File: src/rtl/pipe_int_ctrl_pkg.sv
// Shared types for the pipeline interrupt controller: entry-sequence state
// encoding and the interrupt-id width helper.
package pipe_int_pkg;

  typedef enum logic [2:0] {
    IDLE,
    DRAIN,
    PUSH_PC,
    PUSH_CCR,
    VECTOR,
    SERVICE
  } state_t;

  // clog2 with a floor of one bit, so a single-source build still has an id port
  function automatic int id_w(input int n);
    return (n <= 2) ? 1 : $clog2(n);
  endfunction

endpackage

File: src/rtl/pipe_int_ctrl_if.sv
// Signal bundle between the interrupt controller (master) and the
// fetch/memory stages (slave), plus read-only debug taps of internal state.
interface pipe_int_ctrl_if #(
  parameter int NUM_IRQ = 4,
  parameter int ADDR_W  = 32
);
  import pipe_int_pkg::*;

  localparam int ID_W = id_w(NUM_IRQ);

  logic [NUM_IRQ-1:0] irq;
  logic [NUM_IRQ-1:0] irq_mask;
  logic               pipe_empty;
  logic               push_ack;
  logic               rti_done;

  // Push handshake: a push request is held high until the memory stage
  // returns a one-cycle push_ack; the request drops on the following cycle.
  logic               fetch_stall;
  logic               push_pc_req;
  logic               push_ccr_req;
  logic               vec_valid;
  logic [ADDR_W-1:0]  vec_addr;
  logic               int_active;
  logic [ID_W-1:0]    int_id;

  state_t             state_dbg;
  logic [NUM_IRQ-1:0] pending_dbg;
  logic [NUM_IRQ-1:0] in_service_dbg;

  modport master (
    input  irq, irq_mask, pipe_empty, push_ack, rti_done,
    output fetch_stall, push_pc_req, push_ccr_req, vec_valid, vec_addr,
           int_active, int_id, state_dbg, pending_dbg, in_service_dbg
  );

  modport slave (
    output irq, irq_mask, pipe_empty, push_ack, rti_done,
    input  fetch_stall, push_pc_req, push_ccr_req, vec_valid, vec_addr,
           int_active, int_id, state_dbg, pending_dbg, in_service_dbg
  );

endinterface

File: src/rtl/pipe_int_ctrl_prio_enc.sv
// Lowest-set-bit encoder: index 0 is the highest priority.
module irq_priority_enc #(
  parameter int N = 4,
  parameter int W = 2
) (
  input  logic [N-1:0] req,
  output logic         valid,
  output logic [W-1:0] idx
);

  always_comb begin
    valid = 1'b0;
    idx   = '0;
    for (int i = N - 1; i >= 0; i--) begin
      if (req[i]) begin
        valid = 1'b1;
        idx   = W'(i);
      end
    end
  end

endmodule

File: src/rtl/pipe_int_ctrl.sv
// Multi-source fixed-priority interrupt controller sequencing pipeline entry
// (drain, push PC, push CCR, vector). Define INT_NEST_EN to allow nesting.
module pipe_int_ctrl
  import pipe_int_pkg::*;
#(
  parameter int              NUM_IRQ    = 4,
  parameter int              ADDR_W     = 32,
  parameter logic [ADDR_W-1:0] VEC_BASE = '0,
  parameter int              VEC_STRIDE = 2
) (
  input  logic          clk,
  input  logic          reset,
  pipe_int_ctrl_if.master bus
);

  localparam int ID_W = id_w(NUM_IRQ);

  state_t             state;
  state_t             state_nxt;
  logic [NUM_IRQ-1:0] irq_q;
  logic [NUM_IRQ-1:0] pending;
  logic [NUM_IRQ-1:0] in_service;
  logic [NUM_IRQ-1:0] rise;
  logic [NUM_IRQ-1:0] cand;
  logic [NUM_IRQ-1:0] id_oh;
  logic [NUM_IRQ-1:0] svc_clr;
  logic [NUM_IRQ-1:0] svc_left;
  logic [ID_W-1:0]    int_id_r;
  logic [ID_W-1:0]    cand_idx;
  logic [ID_W-1:0]    svc_idx;
  logic               cand_valid;
  logic               svc_valid;
  logic               rti_take;
  logic               nest_ok;
  logic               load_id;

  assign rise = bus.irq & ~irq_q;
  assign cand = pending & bus.irq_mask;

  irq_priority_enc #(.N(NUM_IRQ), .W(ID_W)) u_grant_enc (
    .req   (cand),
    .valid (cand_valid),
    .idx   (cand_idx)
  );

  irq_priority_enc #(.N(NUM_IRQ), .W(ID_W)) u_svc_enc (
    .req   (in_service),
    .valid (svc_valid),
    .idx   (svc_idx)
  );

  assign id_oh    = NUM_IRQ'(1) << int_id_r;
  assign rti_take = (state == SERVICE) && bus.rti_done && svc_valid;
  assign svc_clr  = rti_take ? (NUM_IRQ'(1) << svc_idx) : '0;
  assign svc_left = in_service & ~svc_clr;

`ifdef INT_NEST_EN
  // Only a strictly higher priority than everything already in service preempts
  assign nest_ok = cand_valid && svc_valid && (cand_idx < svc_idx);
`else
  assign nest_ok = 1'b0;
`endif

  assign load_id = (state_nxt == DRAIN) && ((state == IDLE) || (state == SERVICE));

  always_ff @(posedge clk) begin
    if (reset) begin
      state <= IDLE;
    end else begin
      state <= state_nxt;
    end
  end

  always_comb begin
    state_nxt = state;
    case (state)
      IDLE:     if (cand_valid) state_nxt = DRAIN;
      DRAIN:    if (bus.pipe_empty) state_nxt = PUSH_PC;
      PUSH_PC:  if (bus.push_ack) state_nxt = PUSH_CCR;
      PUSH_CCR: if (bus.push_ack) state_nxt = VECTOR;
      VECTOR:   state_nxt = SERVICE;
      SERVICE: begin
        if (rti_take && (svc_left == '0)) state_nxt = IDLE;
        else if (nest_ok)                 state_nxt = DRAIN;
      end
      default:  state_nxt = IDLE;
    endcase
  end

  // Pending set wins over the VECTOR-cycle clear of the same bit
  always_ff @(posedge clk) begin
    if (reset) begin
      irq_q      <= '0;
      pending    <= '0;
      in_service <= '0;
      int_id_r   <= '0;
    end else begin
      irq_q      <= bus.irq;
      pending    <= (pending & ~((state == VECTOR) ? id_oh : '0)) | rise;
      in_service <= svc_left | ((state == VECTOR) ? id_oh : '0);
      if (load_id) int_id_r <= cand_idx;
    end
  end

  always_comb begin
    bus.fetch_stall  = 1'b0;
    bus.push_pc_req  = 1'b0;
    bus.push_ccr_req = 1'b0;
    bus.vec_valid    = 1'b0;
    case (state)
      DRAIN:    bus.fetch_stall = 1'b1;
      PUSH_PC: begin
        bus.fetch_stall = 1'b1;
        bus.push_pc_req = 1'b1;
      end
      PUSH_CCR: begin
        bus.fetch_stall  = 1'b1;
        bus.push_ccr_req = 1'b1;
      end
      VECTOR: begin
        bus.fetch_stall = 1'b1;
        bus.vec_valid   = 1'b1;
      end
      default: ;
    endcase
  end

  assign bus.vec_addr       = VEC_BASE + ADDR_W'(int_id_r) * ADDR_W'(VEC_STRIDE);
  assign bus.int_active     = |in_service;
  assign bus.int_id         = int_id_r;
  assign bus.state_dbg      = state;
  assign bus.pending_dbg    = pending;
  assign bus.in_service_dbg = in_service;

endmodule
File: src/flat_wrapper.sv
// flat-port wrapper written by rule: the top's interface ports become plain ports
module pipe_int_ctrl_flat import pipe_int_pkg::*;
#(
  parameter int              NUM_IRQ    = 4,
  parameter int              ADDR_W     = 32,
  parameter logic [ADDR_W-1:0] VEC_BASE = '0,
  parameter int              VEC_STRIDE = 2
)
  (clk, reset, bus_irq, bus_irq_mask, bus_pipe_empty, bus_push_ack, bus_rti_done, bus_fetch_stall, bus_push_pc_req, bus_push_ccr_req, bus_vec_valid, bus_vec_addr, bus_int_active, bus_int_id, bus_state_dbg, bus_pending_dbg, bus_in_service_dbg);
  pipe_int_ctrl_if #(.NUM_IRQ(NUM_IRQ), .ADDR_W(ADDR_W)) bus_i ();
  input  logic clk;
  input  logic reset;
  input wire logic [$bits(bus_i.irq)-1:0] bus_irq;
  input wire logic [$bits(bus_i.irq_mask)-1:0] bus_irq_mask;
  input wire logic [$bits(bus_i.pipe_empty)-1:0] bus_pipe_empty;
  input wire logic [$bits(bus_i.push_ack)-1:0] bus_push_ack;
  input wire logic [$bits(bus_i.rti_done)-1:0] bus_rti_done;
  output wire logic [$bits(bus_i.fetch_stall)-1:0] bus_fetch_stall;
  output wire logic [$bits(bus_i.push_pc_req)-1:0] bus_push_pc_req;
  output wire logic [$bits(bus_i.push_ccr_req)-1:0] bus_push_ccr_req;
  output wire logic [$bits(bus_i.vec_valid)-1:0] bus_vec_valid;
  output wire logic [$bits(bus_i.vec_addr)-1:0] bus_vec_addr;
  output wire logic [$bits(bus_i.int_active)-1:0] bus_int_active;
  output wire logic [$bits(bus_i.int_id)-1:0] bus_int_id;
  output wire logic [$bits(bus_i.state_dbg)-1:0] bus_state_dbg;
  output wire logic [$bits(bus_i.pending_dbg)-1:0] bus_pending_dbg;
  output wire logic [$bits(bus_i.in_service_dbg)-1:0] bus_in_service_dbg;
  assign bus_i.irq = bus_irq;
  assign bus_i.irq_mask = bus_irq_mask;
  assign bus_i.pipe_empty = bus_pipe_empty;
  assign bus_i.push_ack = bus_push_ack;
  assign bus_i.rti_done = bus_rti_done;
  assign bus_fetch_stall = bus_i.fetch_stall;
  assign bus_push_pc_req = bus_i.push_pc_req;
  assign bus_push_ccr_req = bus_i.push_ccr_req;
  assign bus_vec_valid = bus_i.vec_valid;
  assign bus_vec_addr = bus_i.vec_addr;
  assign bus_int_active = bus_i.int_active;
  assign bus_int_id = bus_i.int_id;
  assign bus_state_dbg = bus_i.state_dbg;
  assign bus_pending_dbg = bus_i.pending_dbg;
  assign bus_in_service_dbg = bus_i.in_service_dbg;
  pipe_int_ctrl #(.NUM_IRQ(NUM_IRQ), .ADDR_W(ADDR_W), .VEC_BASE(VEC_BASE), .VEC_STRIDE(VEC_STRIDE)) u_core (.clk(clk), .reset(reset), .bus(bus_i));
endmodule
File: config.mk
export PLATFORM = sky130hd
export DESIGN_NAME = pipe_int_ctrl_flat
export DESIGN_NICKNAME = d
export VERILOG_FILES = /design/src/rtl/pipe_int_ctrl_pkg.sv /design/src/rtl/pipe_int_ctrl_if.sv /design/src/rtl/pipe_int_ctrl_prio_enc.sv /design/src/rtl/pipe_int_ctrl.sv /design/src/flat_wrapper.sv
export SDC_FILE = /design/constraint.sdc
export NUM_CORES = 1
export LEC_CHECK = 0
export ABC_AREA = 1
export ABC_CLOCK_PERIOD_IN_PS = 1770
export CAP_MARGIN = 20
export CORE_MARGIN = 2
export CORE_UTILIZATION = 60
export DETAILED_ROUTE_END_ITERATION = 12
export DONT_BUFFER_PORTS = 1
export PLACE_DENSITY = 0.73
export SLEW_MARGIN = 0
export SYNTH_ARGS = -nofsm -noshare
export SYNTH_HDL_FRONTEND = slang
export SYNTH_SLANG_ARGS = --single-unit
File: constraint.sdc
create_clock -name clk -period 1.77 [get_ports clk]
set_clock_uncertainty 0.05 [all_clocks]
set_input_delay 0.354 -clock clk [delete_from_list [all_inputs] [get_ports clk]]
set_output_delay 0.354 -clock clk [all_outputs]
set_load 0.005 [all_outputs]
; ---- Word-level counts from Yosys, hierarchy flattened
; Index checks and enable logic that the tools add are counted.
[classes]
eq_ne = 6
shifts = 2
n_mux = 28
n_bitwise = 9
reduce_logical = 9
[op_table]
columns = cell, n
row1 = one-hot mux 3 bit (6 select lines), 1
row2 = AND 4 bit, 4
row3 = 2-to-1 mux 2 bit, 8
row4 = 2-to-1 mux 3 bit, 5
row5 = 2-to-1 mux 1 bit, 12
row6 = NOT 4 bit, 3
row7 = 2-to-1 mux 4 bit, 2
row8 = bitwise OR 4 bit, 2
row9 = OR reduction 4 bit, 2
row10 = "left shift 1 x 2 -> 4 bit, first input constant", 2
row11 = "== test 3 x 1 -> 1 bit, second input constant", 2
row12 = "== test 3 x 2 -> 1 bit, second input constant", 2
row13 = "== test 3 bit, second input constant", 2
row14 = logical AND 1 bit, 4
row15 = zero test 4 bit, 1
row16 = zero test 3 bit, 1
row17 = logical OR 1 bit, 1
[word_totals]
ff_bits = 17
elab_cells = 59

; ---- Logic depth before layout (Yosys ltp)
[logic_depth]
depth_word = 14
ltp_mapped = 9

; ---- Hierarchy
; Synthesis repeated with hierarchy kept, for this count alone.
[hier_totals]
hier_cells = 157
area_unflattened_um2 = 1074.8
[modules_own_cells]
columns = module, n_inst, area_per_inst_um2, cells_each
row1 = pipe_int_ctrl, 1, 1002.2, 141
row2 = irq_priority_enc, 2, 36.3, 8

; ---- Least setup slack after synthesis
; No wires, ideal clock.
[synth_timing]
path_type = register to output
startpoint = register u_core.state[2], in the netlist u_core.bus.state_dbg[2]
endpoint = output bus_fetch_stall
path_stages_with_launch = 5
required_ns = 1.366
slack_ns = 0.421
n_path_buf = 0
arrival_time_ns = 0.945
cell_sequence = dfxtp_1 > inv_1 > nor2_1 > inv_1 > nand3_1
[synth_between]
elab_chain_cells = 3
[synth_lines]
columns = item, line_no
row1 = "start, declared", pipe_int_ctrl.sv:18  ; state_t state;
row2 = "start signal, assigned", pipe_int_ctrl.sv:70  ; state <= state_nxt;
row3 = == test 3 x 1 -> 1 bit (tied with other cells), pipe_int_ctrl.sv:110  ; case (state)
row4 = OR reduction 4 bit (no line) *, --
row5 = 2-to-1 mux 1 bit *, pipe_int_ctrl.sv:110
row6 = "end, declared", flat_wrapper.sv:18  ; output wire logic [$bits(bus_i.fetch_stall)-1:0] bus_fetch_stall;
; Mark *: on every way between the ends. The rest lies on a longest branch, timed or not.

; ---- Final worst setup path
[layout_timing]
startpoint = register u_core.state[1], in the netlist u_core.bus.state_dbg[1]
endpoint = output bus_fetch_stall
; The elaborated chain is that of the path after synthesis.

==> results.json <==
{
  "synth-edff-count": 0,
  "cts_buffers": 3,
  "synth_top_area_share": 0.340,
  "setup_tns_ns": 0,
  "netlist_top_cells_count": "buf_4, inv_1, nor2_1",
  "grt_overflow": 0,
  "endpoint_kind": "primary output",
  "num_vias": 814,
  "clk_latency_ns": 0.29,
  "path_max_fanout": 6,
  "die_h_um": 44.9,
  "antenna_found_initial": 0,
  "timing.slew.headroom": 0.654,
  "cts_sinks": 17,
  "rows": 14,
  "totalWireLength_um": 1740,
  "die_x_um": 44.9,
  "reg2reg_to": "u_core.bus.state_dbg[2]",
  "crit_type": "reg -> out",
  "clkSlewWorstSetupHoldPaths_ns": 0.10,
  "finalCriticalPeriod_ns": 1.62,
  "io_pins": 63,
  "p_leak_nw": 0.492,
  "cap_viol_max_count": 0,
  "drtIter0Drc": 9,
  "cp.arrival_ns": 1.22,
  "cts-root-buf": "clkbuf_4",
  "finalCritPeriodShare": 0.915,
  "drive_above_1_share": 0.0541,
  "drt-vias-per-instance": 4.96,
  "synth_warnings": 0,
  "syn_area_sq_um": 1000,
  "reg2reg_from": "u_core.bus.state_dbg[0]",
  "wl_per_cell_um": 10.6,
  "postCtsHoldBufs": 0,
  "grt_start_max_net_pins": 16,
  "status": "finished clean",
  "power_density_nw_per_um2": 827,
  "worstRegToRegCells": 9,
  "io_buffers": 0,
  "n_antenna_cell": 0,
  "die-area_sq_um": 2010,
  "grt_pass1_wl_um": 2890,
  "crit_path_start_kind": "flip-flop",
  "fmax_mhz": 617,
  "postRouteAntennaNets": 0,
  "core-area_sq_um": 1540,
  "drc": 0,
  "track_usage": 0.192,
  "async_flop_share": 0,
  "hpwl_um": 1410,
  "stdcell_count": 164,
  "synth_ff_type": "dfxtp_1",
  "rsz0062_at_grt": "false",
  "min_from": "reset",
  "ctsResizeCount": 0,
  "hp-class": "in -> reg",
  "nNetsFinal": 162,
  "synth_most_common_cell": "buf_4",
  "ys_seq_area_frac": 0.340,
  "synth.area.top_cells": "dfxtp_1, buf_4, inv_1",
  "h-tree-depth": 1,
  "ys_ff_latch": 17,
  "synth.lib_cells_used.distinct": 15,
  "yosys.area.top_type": "dfxtp_1",
  "avgSynthCellArea_sq_um": 6.82,
  "hold_viol_final": 0,
  "rrSetupSlack_ns": 0.33,
  "worst_pin_slew_ns": 0.515,
  "setup-violations-final": 0,
  "drv_slew": 0,
  "cts.path.max_buffers": 2,
  "hold_end": "u_core.bus.in_service_dbg[0]",
  "firstDrtPassIters": 4,
  "grt_pass1_vias": 744,
  "syn_to_final_growth_pct": -7.12,
  "postCtsSetupRepairBufs": 0,
  "critical_path_required_ns": 1.37,
  "ir_worst_vdd_mv": 0.666,
  "cts_tree": "yes",
  "placedCellCount": 160,
  "synth_cells": 147,
  "routabilityCongestion": 0.831,
  "holdPathStages": 1,
  "initial_core_util": 0.650
}
==> metrics by stage <==
step / total power, mW / area, sq um / hold WS (ns) / utilization / setup WS [ns]
3_5_place_dp: 0.570 / 895 / 0.378 / 0.580 / 0.344
2_1_floorplan: 0.607 / 1110 / 0.373 / - / 0.421
5_1_grt: 0.825 / 931 / 0.0475 / 0.604 / 0.0552
4_1_cts: 0.771 / 922 / 0.0656 / 0.598 / 0.0540
6_report: 0.770 / 931 / 0.0669 / 0.604 / 0.150
3_3_place_gp: 0.565 / 895 / 0.377 / 0.580 / 0.372
==> registers in the layout, indices dropped and copies added (netlist names) <==
register                   cells
u_core.bus.in_service_dbg      4
u_core.bus.int_id              2
u_core.bus.pending_dbg         4
u_core.bus.state_dbg           3
u_core.irq_q                   4
==> power breakdown <==
part | internal [mW] | switching [mW]
clock network | 0.0841 | 0.121
registers | 0.410 | 0.0365
logic | 0.0388 | 0.0798
total | 0.533 | 0.237
==> worst max-delay path, cell delays in order (launching register included) <==
cell     delay [ns]
dfxtp_1        0.39
nor2_1         0.12
inv_1          0.07
nor2_2         0.16
inv_1          0.10
nand3_1        0.09
==> how the worst max path moves through the flow <==
| stage | from | end | slack (ns) | cells past startpoint |
|---|---|---|---|---|
| CTS | u_core.bus.state_dbg[2] | bus_fetch_stall | 0.05 | 4 |
| floorplan | u_core.bus.state_dbg[2] | bus_fetch_stall | 0.42 | 4 |
| global placement | u_core.bus.state_dbg[2] | u_core.bus.pending_dbg[0] | 0.37 | 6 |
| global route | u_core.bus.state_dbg[1] | bus_fetch_stall | 0.06 | 5 |
| detailed placement | u_core.bus.state_dbg[2] | u_core.bus.pending_dbg[0] | 0.34 | 6 |
| finish | u_core.bus.state_dbg[1] | bus_fetch_stall | 0.15 | 5 |
==> placed cells by master, fill, tap and decap left out <==
cell type / count
o21bai_1: 2
nor2_2: 1
inv_1: 22
buf_4: 1
o21ai_0: 2
o211ai_1: 1
clkinv_2: 1
nand4_1: 2
nor3_1: 1
clkbuf_4: 3
nor3_2: 1
a211oi_1: 1
nand2_1: 19
nor2_1: 21
a21oi_1: 11
nand3_1: 12
dfxtp_2: 1
conb_1: 30
dfxtp_1: 16
==> cells by family after synthesis <==
group	count (synthesis)	synth area share
simple gates	57	0.236
compound gates	17	0.0949
buf+inv	55	0.326
other cells	1	0.00374
flops	17	0.340
==> cell type report <==
type,instances,area (sq um)
fill,161,611
multi-input combinational,104,452
sequential,17,342
inverter,22,82.6
clock buffer,3,22.5
tap,16,20.0
timing repair buffer,1,7.51
clock inverter,1,5.00
==> layer usage <==
metal	vias to the layer above	global-route usage	part of all wire	wire [um]
li1	399	-	-	-
met1	370	0.222	0.41	707
met2	43	0.328	0.48	827
met3	2	0.0720	0.11	195
met4	0	0.0647	0.0057	10
met5	-	0	0	0
No activity file was read; power rests on OpenSTA's default activity.
==> RTL change 1: new RTL, same settings <==
Add a define of `INT_NEST_EN`.
--- a/src/rtl/pipe_int_ctrl.sv
+++ b/src/rtl/pipe_int_ctrl.sv
@@ -1,5 +1,7 @@
 // Multi-source fixed-priority interrupt controller sequencing pipeline entry
 // (drain, push PC, push CCR, vector). Define INT_NEST_EN to allow nesting.
+`define INT_NEST_EN
+
 module pipe_int_ctrl
   import pipe_int_pkg::*;
 #(
Check against the original RTL: not equivalent (a bounded check fails within 10 cycles, from zero or initial values and one cycle with reset high).
==> RTL change 1 against the original RTL <==
Cell count grew 25%; total power grew 11%; final area grew 21%; worst setup slack lost 0.036 ns; die area grew 15%; sequential cell count is the same; register-to-register slack lost 0.22 ns; combinational power grew 52%; wire length grew 22%; hold slack lost 0.014 ns; area after synthesis grew 17%; critical path type is now register to register; highest routed layer unchanged.
==> RTL change 1: results <==
export IMPL_path_clk_slew_ns=0.10
export IMPL_startpoint="u_core.bus.in_service_dbg[3]$_SDFF_PP0_"
export IMPL_instances_no_fill=205
export IMPL_top_layer_used="met4"
export IMPL_p_total_uw=852
export IMPL_pg_clk_uw=212
export IMPL_wl_met1_um=882
export IMPL_hold_path_class="input port to register"
export IMPL_synth_compound_area_share_pct=9.21
export IMPL_grt_pass1_wl_mm=3.07
export IMPL_synth_area_top_cells="dfxtp_1, buf_4, nand2_1, nor2_1, inv_1"
export IMPL_wl_met3_um=174
export IMPL_dr_wl_met2_mm=1.05
export IMPL_r2r_end="u_core.bus.int_id[1]$_SDFFE_PP0P_"
export IMPL_synth_fa_ha_area_share_pct=1.07
export IMPL_finalNetCount=195
export IMPL_layout_drive_gt1_share_pct=12.8
export IMPL_synthArstFlopShare_pct=0
export IMPL_synth_xor_area_share_pct=0
export IMPL_cts_resized=0
export IMPL_post_route_period_util_pct=93.5
export IMPL_synth_mux_area_share_pct=0
export IMPL_grt_max_degree=17
export IMPL_drtIter0Drc=19
export IMPL_vias=960
export IMPL_internal_power_uw=561
export IMPL_comb_cell_power_uw=181
export IMPL_r2r_cells=12
export IMPL_cp_max_fo=3
export IMPL_hpwl_mm=1.72
export IMPL_status="completed"
export IMPL_holdCritStartpoint="reset"
export IMPL_hold_path_end="u_core.bus.state_dbg[0]$_SDFF_PP0_"
export IMPL_ys_seq_area_share_pct=29.1
export IMPL_dp_slack_ns=0.0757
export IMPL_netlist_top_cells_count="buf_4, nand2_1, nor2_1, inv_1, dfxtp_1"
export IMPL_grt_use_met3_pct=2.96
export IMPL_syn_inst=178
export IMPL_grtUsageMet1_pct=21.8
export IMPL_drt_total_wl_mm=2.13
export IMPL_p_leak_uw=0.000599
export IMPL_critical_path_endpoint_type="register"
export IMPL_place_area_mm2=0.00108
export IMPL_port_buffers=0
export IMPL_r2r_slack_ns=0.11
export IMPL_grt_pass1_vias=798
export IMPL_grt_use_total_pct=18.8
export IMPL_antenna_found_initial=0
export IMPL_cts_buffer_depth=2
export IMPL_worstHoldPathCells=1
export IMPL_synth_flop_cell="dfxtp_1"
export IMPL_use_met2_pct=33.9
export IMPL_gp_congestion=0.815
export IMPL_dp_cells=200
export IMPL_ys_types=24
export IMPL_timing_hold_ws_ns=0.0531
export IMPL_cts_htree_levels=1
export IMPL_crit_arrival_ns=1.81
export IMPL_worst_ir_drop_vdd_v=0.000595
-- RTL change 1: worst max-delay path: stages, from the launching register on --
cell and delay, ns:
dfxtp_1 0.34, nor2_1 0.07, nor3_2 0.20, inv_1 0.06, ha_1 0.19, nor3b_1 0.19
nand2_1 0.09, nand3_2 0.07, nand2_2 0.06, inv_2 0.06, nand3_1 0.06, nand2_1 0.07
nor2_1 0.04
-- RTL change 1: logic make-up after synthesis --
group / Yosys count
AO/OA/AOI/OAI: 17
adder cells (fa/ha/maj): 1
buffers and inverters: 62
flip-flops: 17
other: 1
AND/OR/NAND/NOR: 80
-- RTL change 1: area by class of cell --
cell class | instances | area [um^2]
clock buffers | 3 | 22.5
clock inverters | 1 | 5.00
fillers | 186 | 661
inverters | 28 | 105
multi-input cells | 128 | 592
flip-flops and latches | 17 | 344
well taps | 25 | 31.3
repair buffers | 3 | 22.5
==> RTL change 2: new RTL, same settings <==
Without the edit above. Reset style: asynchronous (`reset`), changed in 2 clocked blocks.
--- a/src/rtl/pipe_int_ctrl.sv
+++ b/src/rtl/pipe_int_ctrl.sv
@@ -63,7 +63,7 @@
 
   assign load_id = (state_nxt == DRAIN) && ((state == IDLE) || (state == SERVICE));
 
-  always_ff @(posedge clk) begin
+  always_ff @(posedge clk or posedge reset) begin
     if (reset) begin
       state <= IDLE;
     end else begin
@@ -88,7 +88,7 @@
   end
 
   // Pending set wins over the VECTOR-cycle clear of the same bit
-  always_ff @(posedge clk) begin
+  always_ff @(posedge clk or posedge reset) begin
     if (reset) begin
       irq_q      <= '0;
       pending    <= '0;
Behaviour: differs if reset is asserted again (counterexample within 4 cycles, from zero or initial values and one cycle with reset high); with reset held inactive, the same outputs for 10 cycles.
==> RTL change 2 against the original RTL <==
Non-clock buffer count is the same; critical path depth shrank 1; wire length shrank 0.34%; register-to-register slack gained 0.08 ns; final area grew 4.0%; largest cell class is now registers; worst setup slack lost 0.062 ns; synthesized cell count shrank 10%; highest routed layer unchanged; sequential cell count is the same; area after synthesis grew 3.7%; sequential share of layout area grew 7.2 points.
Power is not compared: it rests on default switching activity, and its combinational part moved more than twofold at a synthesized area within 25%.
==> RTL change 2: results <==
export IMPL_utilization_pct=58.0
export IMPL_grt_use_met3_pct=3.97
export IMPL_gp_congestion=0.816
export IMPL_wl_met3_um=173
export IMPL_power_net_switching_uw=538
export IMPL_clkbuf_count=4
export IMPL_fillerInstances=172
export IMPL_synth_avg_cell_area_um2=7.88
export IMPL_grt_pass1_vias=626
export IMPL_multi_input_area_um2=399
export IMPL_synth_area_top_cells="dfrtp_1, buf_4, inv_1, nand2_1, o21ai_0"
export IMPL_wl_met1_um=688
export IMPL_cp_top_family="flip-flops"
export IMPL_grt_pass1_wl_mm=2.57
export IMPL_worstHoldPathCells=0
export IMPL_synthArstFlopShare_pct=100
export IMPL_critPathMaxStageDelay_ns=0.49
export IMPL_multi_input_cells=89
export IMPL_hpwl_mm=1.44
export IMPL_core_area_mm2=0.00167
export IMPL_holdCritStartpoint="bus_irq[1]"
export IMPL_startpoint="u_core.bus.state_dbg[0]$_DFF_PP0_"
export IMPL_use_met2_pct=28.5
export IMPL_dp_slack_ns=0.372
export IMPL_rr_startpoint="u_core.bus.state_dbg[1]$_DFF_PP0_"
export IMPL_crit_slowest_cell="dfrtp_1"
export IMPL_drt_total_wl_mm=1.74
export IMPL_timing_slew_headroom_pct=59.3
export IMPL_dr_wl_met2_um=834
export IMPL_p_leak_uw=0.000541
export IMPL_crit_arrival_ns=1.28
export IMPL_r2r_cells=6
export IMPL_cts_buffers=3
export IMPL_r2r_end="u_core.bus.state_dbg[0]$_DFF_PP0_"
export IMPL_timing_hold_ws_ns=0.0303
export IMPL_place_area_um2=930
export IMPL_status="completed"
export IMPL_hold_path_end="u_core.irq_q[1]$_DFF_PP0_"
export IMPL_clock_cell_area_share_pct=2.71
export IMPL_grt_use_total_pct=17.9
export IMPL_ys_seq_area_share_pct=40.9
export IMPL_viasPerCell=4.77
export IMPL_n_all_inverters=23
export IMPL_grtUsageMet1_pct=22.1
export IMPL_r2r_slack_ns=0.41
export IMPL_clkSinkCount=17
export IMPL_grt_max_degree=18
export IMPL_synth_flop_cell="dfrtp_1"
export IMPL_vias=721
export IMPL_drtIter0Drc=11
export IMPL_cp_max_fo=7
export IMPL_netlist_top_cells_count="buf_4, inv_1, nand2_1, dfrtp_1, o21ai_0"
export IMPL_buf_share_pct=1.03
export IMPL_layout_drive_gt1_share_pct=5.22
export IMPL_postCtsHoldBufs=1
export IMPL_seq_share_pct=43.9
export IMPL_ys_types=17
-- RTL change 2: cells by family (layout without fill, tap and decap cells) --
kind of cell           Yosys count  in the layout  share of synthesized area (%)
other                            1             30                          0.361
buffers and inverters           55             28                           31.4
AOI/OAI and AO/OA               16             16                           9.51
and+or+nand+nor                 43             43                           17.8
DFF                             17             17                           40.9
-- RTL change 2: power by group through the flow --
stage	clock network (uW)	logic, uW	registers [uW]
global placement	0	378	654
detailed placement	0	399	660
finish	203	403	651
floorplan	0	400	622
CTS	209	403	652
global route	226	475	670
-- RTL change 2: worst max path at each step --
stage | to | slack [ns] | cells after the start
3_5_place_dp | u_core.bus.pending_dbg[0]$_DFF_PP0_ | 0.37 | 6
6_report | bus_fetch_stall | 0.09 | 4
5_1_grt | bus_fetch_stall | 0.02 | 4
3_3_place_gp | u_core.bus.pending_dbg[2]$_DFF_PP0_ | 0.42 | 6
2_1_floorplan | bus_fetch_stall | 0.53 | 3
4_1_cts | bus_fetch_stall | 0.07 | 3
